<file path="src/rtl/adc_input_monitor_pkg.sv">
// Shared constants, host op encoding and window-length clamp for the ADC input monitor.
package adc_input_monitor_pkg;

   localparam int unsigned ADC_BITS_DEF = 14;
   localparam int unsigned CTR_BITS_DEF = 16;
   localparam logic [4:0]  WIN_SEL_MIN  = 5'd4;

   // Host register write ops that land on the quasi-static inputs.
   typedef enum logic [1:0] {
      OpNone       = 2'b00,
      OpSetCntMask = 2'b01,
      OpSetWinSel  = 2'b10
   } host_op_e;

   function automatic logic [4:0] clamp_win(input logic [4:0] sel, input logic [4:0] sel_max);
      if (sel < WIN_SEL_MIN) return WIN_SEL_MIN;
      if (sel > sel_max) return sel_max;
      return sel;
   endfunction

endpackage

</file>
<file path="src/rtl/adc_input_monitor_if.sv">
// ADC sample stream, host controls and monitor results for the ADC input monitor.
interface adc_input_monitor_if
   import adc_input_monitor_pkg::*;
#(
   parameter int unsigned ADC_BITS = ADC_BITS_DEF,
   parameter int unsigned CTR_BITS = CTR_BITS_DEF
);

   logic signed [ADC_BITS-1:0] adc_data_in;
   logic                       adc_ovfl_in;
   logic [CTR_BITS-1:0]        cnt_mask;
   logic [4:0]                 win_sel;
   logic                       peak_clr;
   logic signed [ADC_BITS-1:0] adc_data_out;
   logic                       ovfl_pulse;
   logic [CTR_BITS-1:0]        ovfl_count;
   logic [ADC_BITS-2:0]        peak_abs;

   modport master (
      output adc_data_in, adc_ovfl_in, cnt_mask, win_sel, peak_clr,
      input  adc_data_out, ovfl_pulse, ovfl_count, peak_abs
   );

   modport slave (
      input  adc_data_in, adc_ovfl_in, cnt_mask, win_sel, peak_clr,
      output adc_data_out, ovfl_pulse, ovfl_count, peak_abs
   );

endinterface

</file>
<file path="src/rtl/adc_input_monitor_ovfl_window_ctr.sv">
// Sample window counter, saturating overflow accumulator and end-of-window mask compare.
module adc_input_monitor_ovfl_window_ctr
   import adc_input_monitor_pkg::*;
#(
   parameter int unsigned CTR_BITS = CTR_BITS_DEF
) (
   input  logic                adc_clk,
   input  logic                rst_n,
   input  logic                ovfl,
   input  logic [CTR_BITS-1:0] cnt_mask,
   input  logic [4:0]          win_sel,
   output logic                ovfl_pulse,
   output logic [CTR_BITS-1:0] ovfl_count
);

   logic [CTR_BITS:0]   samp_ctr_q, samp_ctr_d, win_last;
   logic [4:0]          win_eff_q, win_cur;
   logic [CTR_BITS-1:0] acc_q, acc_d, total, count_q, count_d;
   logic                pulse_q, pulse_d, win_end;

   // win_sel is only looked at on the first sample of a window.
   assign win_cur  = (samp_ctr_q == '0) ? clamp_win(win_sel, 5'(CTR_BITS)) : win_eff_q;
   assign win_last = ((CTR_BITS+1)'(1) << win_cur) - (CTR_BITS+1)'(1);
   assign win_end  = (samp_ctr_q == win_last);
   assign total    = (ovfl && acc_q != '1) ? acc_q + CTR_BITS'(1) : acc_q;

   always_comb begin
      samp_ctr_d = samp_ctr_q + (CTR_BITS+1)'(1);
      acc_d      = total;
      count_d    = count_q;
      pulse_d    = 1'b0;
      if (win_end) begin
         samp_ctr_d = '0;
         acc_d      = '0;
         count_d    = total;
         pulse_d    = |(total & cnt_mask);
      end
   end

   always_ff @(posedge adc_clk or negedge rst_n) begin
      if (!rst_n) begin
         samp_ctr_q <= '0;
         win_eff_q  <= '0;
         acc_q      <= '0;
         count_q    <= '0;
         pulse_q    <= 1'b0;
      end else begin
         samp_ctr_q <= samp_ctr_d;
         win_eff_q  <= win_cur;
         acc_q      <= acc_d;
         count_q    <= count_d;
         pulse_q    <= pulse_d;
      end
   end

   assign ovfl_pulse = pulse_q;
   assign ovfl_count = count_q;

endmodule

</file>
<file path="src/rtl/adc_input_monitor.sv">
// ADC front end: registers samples, tracks peak |sample| and flags windowed overflow counts.
module adc_input_monitor
   import adc_input_monitor_pkg::*;
#(
   parameter int unsigned ADC_BITS = ADC_BITS_DEF,
   parameter int unsigned CTR_BITS = CTR_BITS_DEF
) (
   input logic                adc_clk,
   input logic                rst_n,
   adc_input_monitor_if.slave bus
);

   localparam logic [ADC_BITS-1:0] MinSample = {1'b1, {(ADC_BITS-1){1'b0}}};

   logic signed [ADC_BITS-1:0] data_q;
   logic [ADC_BITS-2:0]        abs_s, peak_q, peak_d;

   // The most negative code has no positive twin; it saturates to full scale.
   always_comb begin
      if (!bus.adc_data_in[ADC_BITS-1]) begin
         abs_s = bus.adc_data_in[ADC_BITS-2:0];
      end else if ($unsigned(bus.adc_data_in) == MinSample) begin
         abs_s = '1;
      end else begin
         abs_s = ~bus.adc_data_in[ADC_BITS-2:0] + (ADC_BITS-1)'(1);
      end
      peak_d = peak_q;
      if (bus.peak_clr || abs_s > peak_q) peak_d = abs_s;
   end

   always_ff @(posedge adc_clk or negedge rst_n) begin
      if (!rst_n) begin
         data_q <= '0;
         peak_q <= '0;
      end else begin
         data_q <= bus.adc_data_in;
         peak_q <= peak_d;
      end
   end

   assign bus.adc_data_out = data_q;
   assign bus.peak_abs     = peak_q;

   adc_input_monitor_ovfl_window_ctr #(
      .CTR_BITS(CTR_BITS)
   ) u_ovfl_window_ctr (
      .adc_clk   (adc_clk),
      .rst_n     (rst_n),
      .ovfl      (bus.adc_ovfl_in),
      .cnt_mask  (bus.cnt_mask),
      .win_sel   (bus.win_sel),
      .ovfl_pulse(bus.ovfl_pulse),
      .ovfl_count(bus.ovfl_count)
   );

endmodule

</file>
<file path="src/flat_wrapper.sv">
// flat-port wrapper written by rule: the top's interface ports become plain ports
module adc_input_monitor_flat import adc_input_monitor_pkg::*;
#(
   parameter int unsigned ADC_BITS = ADC_BITS_DEF,
   parameter int unsigned CTR_BITS = CTR_BITS_DEF
)
  (adc_clk, rst_n, bus_adc_data_in, bus_adc_ovfl_in, bus_cnt_mask, bus_win_sel, bus_peak_clr, bus_adc_data_out, bus_ovfl_pulse, bus_ovfl_count, bus_peak_abs);
  adc_input_monitor_if #(.ADC_BITS(ADC_BITS), .CTR_BITS(CTR_BITS)) bus_i ();
  input logic adc_clk;
  input logic rst_n;
  input wire logic [$bits(bus_i.adc_data_in)-1:0] bus_adc_data_in;
  input wire logic [$bits(bus_i.adc_ovfl_in)-1:0] bus_adc_ovfl_in;
  input wire logic [$bits(bus_i.cnt_mask)-1:0] bus_cnt_mask;
  input wire logic [$bits(bus_i.win_sel)-1:0] bus_win_sel;
  input wire logic [$bits(bus_i.peak_clr)-1:0] bus_peak_clr;
  output wire logic [$bits(bus_i.adc_data_out)-1:0] bus_adc_data_out;
  output wire logic [$bits(bus_i.ovfl_pulse)-1:0] bus_ovfl_pulse;
  output wire logic [$bits(bus_i.ovfl_count)-1:0] bus_ovfl_count;
  output wire logic [$bits(bus_i.peak_abs)-1:0] bus_peak_abs;
  assign bus_i.adc_data_in = bus_adc_data_in;
  assign bus_i.adc_ovfl_in = bus_adc_ovfl_in;
  assign bus_i.cnt_mask = bus_cnt_mask;
  assign bus_i.win_sel = bus_win_sel;
  assign bus_i.peak_clr = bus_peak_clr;
  assign bus_adc_data_out = bus_i.adc_data_out;
  assign bus_ovfl_pulse = bus_i.ovfl_pulse;
  assign bus_ovfl_count = bus_i.ovfl_count;
  assign bus_peak_abs = bus_i.peak_abs;
  adc_input_monitor #(.ADC_BITS(ADC_BITS), .CTR_BITS(CTR_BITS)) u_core (.adc_clk(adc_clk), .rst_n(rst_n), .bus(bus_i));
endmodule
</file>
<file path="config.mk">
export PLATFORM = sky130hd
export DESIGN_NAME = adc_input_monitor_flat
export DESIGN_NICKNAME = d
export VERILOG_FILES = /design/src/rtl/adc_input_monitor_pkg.sv /design/src/rtl/adc_input_monitor_if.sv /design/src/rtl/adc_input_monitor_ovfl_window_ctr.sv /design/src/rtl/adc_input_monitor.sv /design/src/flat_wrapper.sv
export SDC_FILE = /design/constraint.sdc
export NUM_CORES = 1
export LEC_CHECK = 0
export ABC_AREA = 1
export BUFFER_PORTS_ARGS = -buffer_cell sky130_fd_sc_hd__buf_2
export CAP_MARGIN = 10
export CORE_UTILIZATION = 55
export DETAILED_ROUTE_END_ITERATION = 10
export GPL_ROUTABILITY_DRIVEN = 0
export GPL_TIMING_DRIVEN = 1
export PLACE_DENSITY = 0.86
export RECOVER_POWER = 50
export SLEW_MARGIN = 20
export SYNTH_ARGS = -nofsm -noshare
export SYNTH_HDL_FRONTEND = slang
export SYNTH_SLANG_ARGS = --single-unit
</file>
<file path="constraint.sdc">
create_clock -name adc_clk -period 5.6 [get_ports adc_clk]
set_input_delay 0.28 -clock adc_clk [delete_from_list [all_inputs] [get_ports adc_clk]]
set_output_delay 0.28 -clock adc_clk [all_outputs]
set_load 0.02 [all_outputs]
</file>
==> results_dict.tcl <==
set metrics [dict create \
    outcome "finished with violations" \
    violations "DRC, capacitance limit, slew limit" \
    ant_nets 0 \
    powerDensity_nw_per_um2 269 \
    grt_pass1_vias 4581 \
    ctsResizeCount 0 \
    p_leak_nw 3.12 \
    required_ns 5.82 \
    critPathArrivalTime_ns 4.34 \
    layout.cells.non_filler 904 \
    switching_share_pct 33.3 \
    timing.final.hold_violations 0 \
    drt_pass1_iterations 7 \
    clock.fmax_ghz 0.243 \
    synth_warnings 0 \
    num_vias 4831 \
    async_flop_share_pct 100 \
    dp_hpwl_um 8890 \
    clkTransAtPathRegs_ns 0.08 \
    ys_top_cells_by_count "213 x nand2_1, 99 x inv_1, 83 x nor2_1" \
    fin_tns_setup_ns 0 \
    dpl_worst_slack_ns 1.56 \
    met3_usage_pct 4.47 \
    drtIter0Drc 331 \
    synthTopCellsByArea "dfrtp_1 40%, nand2_1 16%, inv_1 7.3%" \
    synth_fp_nets 768 \
    rows 34 \
    cp-end-kind "flip-flop" \
    nFillCells 752 \
    start_util_pct 57.8 \
    syn_inst 711 \
    antenna_found_initial 0 \
    die_h_um 98.4 \
    cts_hold_buf 0 \
    post-synth-top-count-cell "nand2_1" \
    synth-seq-cells 82 \
    grt_use_met1_pct 31.7 \
    wl_per_cell_um 13.0 \
    seq_power_share_pct 44.3 \
    cts_setup_buffers 0 \
    dp_cells 889 \
    period_minus_slack_ns 4.12 \
    path_class "reg2reg" \
    grtUsageTotal_pct 25.4 \
    slew_viol_final 83 \
    min_from "bus_adc_data_in[12]" \
    startpoint "u_core.u_ovfl_window_ctr.samp_ctr_q[0]" \
    internal-power_mw 1.03 \
    io_buffer_count 82 \
    htreeDepth 3 \
    io_pins 83 \
    final_util_pct 65.1 \
    grt_pass1_wl_um 19900 \
    insertion_delay_ns 0.35 \
    drc 1 \
    syn_area_um2 5110 \
    cts_buffers 9 \
    skew_ns 0.00759 \
    grtUsageMet2_pct 42.6 \
    gr-max-usage-layer "met2" \
    seq_area_frac_synth_pct 40.1 \
    grt_max_degree 83 \
    areaGrowthSynthToFinish_pct 12.6 \
    rsz0062_at_grt "no" \
    vias_per_cell 5.34 \
    drive_gt1_share_pct 13.4 \
    dpl-instance-area_um2 5590 \
    cp_max_fo 33 \
    die_area_um2 9690 \
    avgSynthCellArea_um2 7.19 \
    period_share_pct 73.6 \
    root_buffer "clkbuf_8" \
    layout_setup_ws_ns 1.48 \
    p_clk_share_pct 29.3 \
    finalNetCount 849 \
    core_um2 8850 \
    finalSetupViolations 0 \
    p_comb_share_pct 26.4 \
    ir_drop_mv 0.192 \
    power.switching_mw 0.515 \
    synth_top_area_share_pct 40.1 \
    hp-class "in2reg" \
    die_w_um 98.4 \
    synth_top_cell_by_area "dfrtp_1" \
    grt_overflow 0 \
    synth_edf_count 0 \
    design_area_um2 5760 \
    cts_tree "yes" \
    antenna_cells 0 \
    synthFlopType "dfrtp_1" \
    slew-limit-headroom_pct -189 \
    cap_violations 1 \
    cts.sinks 82 \
    cp-start-kind "flip-flop" \
    cts_buffer_depth 2 \
    r2r-start "u_core.u_ovfl_window_ctr.samp_ctr_q[0]" \
    yosysUniqueCellTypes 36 \
    tightest_slew_ns 4.34 \
    totalWireLength_um 11800 \
]
through the flow:
step / total power [mW] / hold WS, ns
floorplan: 0.975 / -0.0156
global placement: 1.09 / 0.417
detailed placement: 1.10 / 0.418
CTS: 1.55 / 0.0522
global route: 1.64 / 0.0573
finish: 1.55 / 0.0693
power groups by stage:
stage	combinational, mW	clock, mW	sequential (mW)
after global placement	0.393	0	0.692
final	0.409	0.453	0.686
after global routing	0.468	0.481	0.692
after floorplan	0.251	0	0.725
after CTS	0.410	0.457	0.685
after detailed placement	0.406	0	0.695
path summary, 6_finish.rpt:
kind | to | slack (ns) | cells after the start
max in group asynchronous | u_core.u_ovfl_window_ctr.ovfl_count[14] | 1.68 | 1
max reg2reg | u_core.u_ovfl_window_ctr.samp_ctr_q[13] | 1.48 | 23
min reg2reg | u_core.u_ovfl_window_ctr.ovfl_count[4] | 0.47 | 2
min in group asynchronous | u_core.u_ovfl_window_ctr.win_eff_q[1] | 1.45 | 1
min | u_core.bus.adc_data_out[12] | 0.07 | 1
max | u_core.u_ovfl_window_ctr.samp_ctr_q[13] | 1.48 | 23
cell families (layout without fill, tap and decap cells):
| logic type | after synthesis | in the layout | synth area share, % |
|---|---|---|---|
| AND/OR/NAND/NOR | 418 | 418 | 36.4 |
| adder cells (fa/ha/maj) | 18 | 18 | 4.40 |
| flip-flops | 82 | 82 | 40.1 |
| buffers and inverters | 118 | 203 | 9.25 |
| XOR/XNOR | 29 | 29 | 4.97 |
| AO/OA/AOI/OAI | 46 | 46 | 4.89 |
cell usage in the layout, fill, tap and decap left out, drive strengths merged, types with 2 or more instances in the layout:
cell type and n:
nand3b 4, xnor2 4, clkbuf 35, nor3 16, buf 59, nand2 223
xor2 25, a31oi 2, nand4 22, ha 18, or2 5, o21ai 27
dfrtp 82, inv 106, nand3 49, nor2 95, a21oi 11, bufinv 2
nor4 3
state kept, by name, summed over array words and instances (netlist names):
signal and count:
u_core.bus.adc_data_out 14, u_core.u_ovfl_window_ctr.win_eff_q 5, u_core.bus.peak_abs 13, u_core.u_ovfl_window_ctr.acc_q 16, u_core.u_ovfl_window_ctr.samp_ctr_q 17, u_core.u_ovfl_window_ctr.ovfl_count 16
u_core.u_ovfl_window_ctr.ovfl_pulse 1
worst max-delay path, stage by stage, from the launching register on:
cell and delay (ns):
dfrtp_1 0.41, inv_1 0.11, ha_1 0.15, inv_1 0.04, nor2_1 0.07, nand2_1 0.09, nor2_2 0.19, nand2_2 0.12
nand2_1 0.09, nand2_2 0.13, nor2_2 0.23, nand2_1 0.12, ha_1 0.32, xnor2_1 0.13, a21oi_1 0.11, nand2_1 0.07
nor2_1 0.09, nand2_1 0.05, nor2_1 0.08, nand3_1 0.14, nor2_4 0.35, nand3_4 0.28, inv_2 0.49, nor2_1 0.09
final cells by class:
| class | count | area, um2 | area share (%) |
|---|---|---|---|
| multi-input cells | 511 | 2590 | 45.0 |
| flip-flops and latches | 82 | 2050 | 35.6 |
| inverters | 106 | 400 | 6.95 |
| repair buffers | 82 | 382 | 6.63 |
| clock buffers | 12 | 135 | 2.35 |
| well taps | 108 | 135 | 2.35 |
| clock inverters | 3 | 65.1 | 1.13 |
per-layer routing:
layer  part of all wire (%)  up-vias  routed length (um)
met5                      0        -                   0
met4                    3.5        0                 414
met3                    5.0       44                 593
met2                     49      170                5770
met1                     42     2232                5000
li1                       -     2385                   -
No activity file was read; power rests on OpenSTA's default activity.
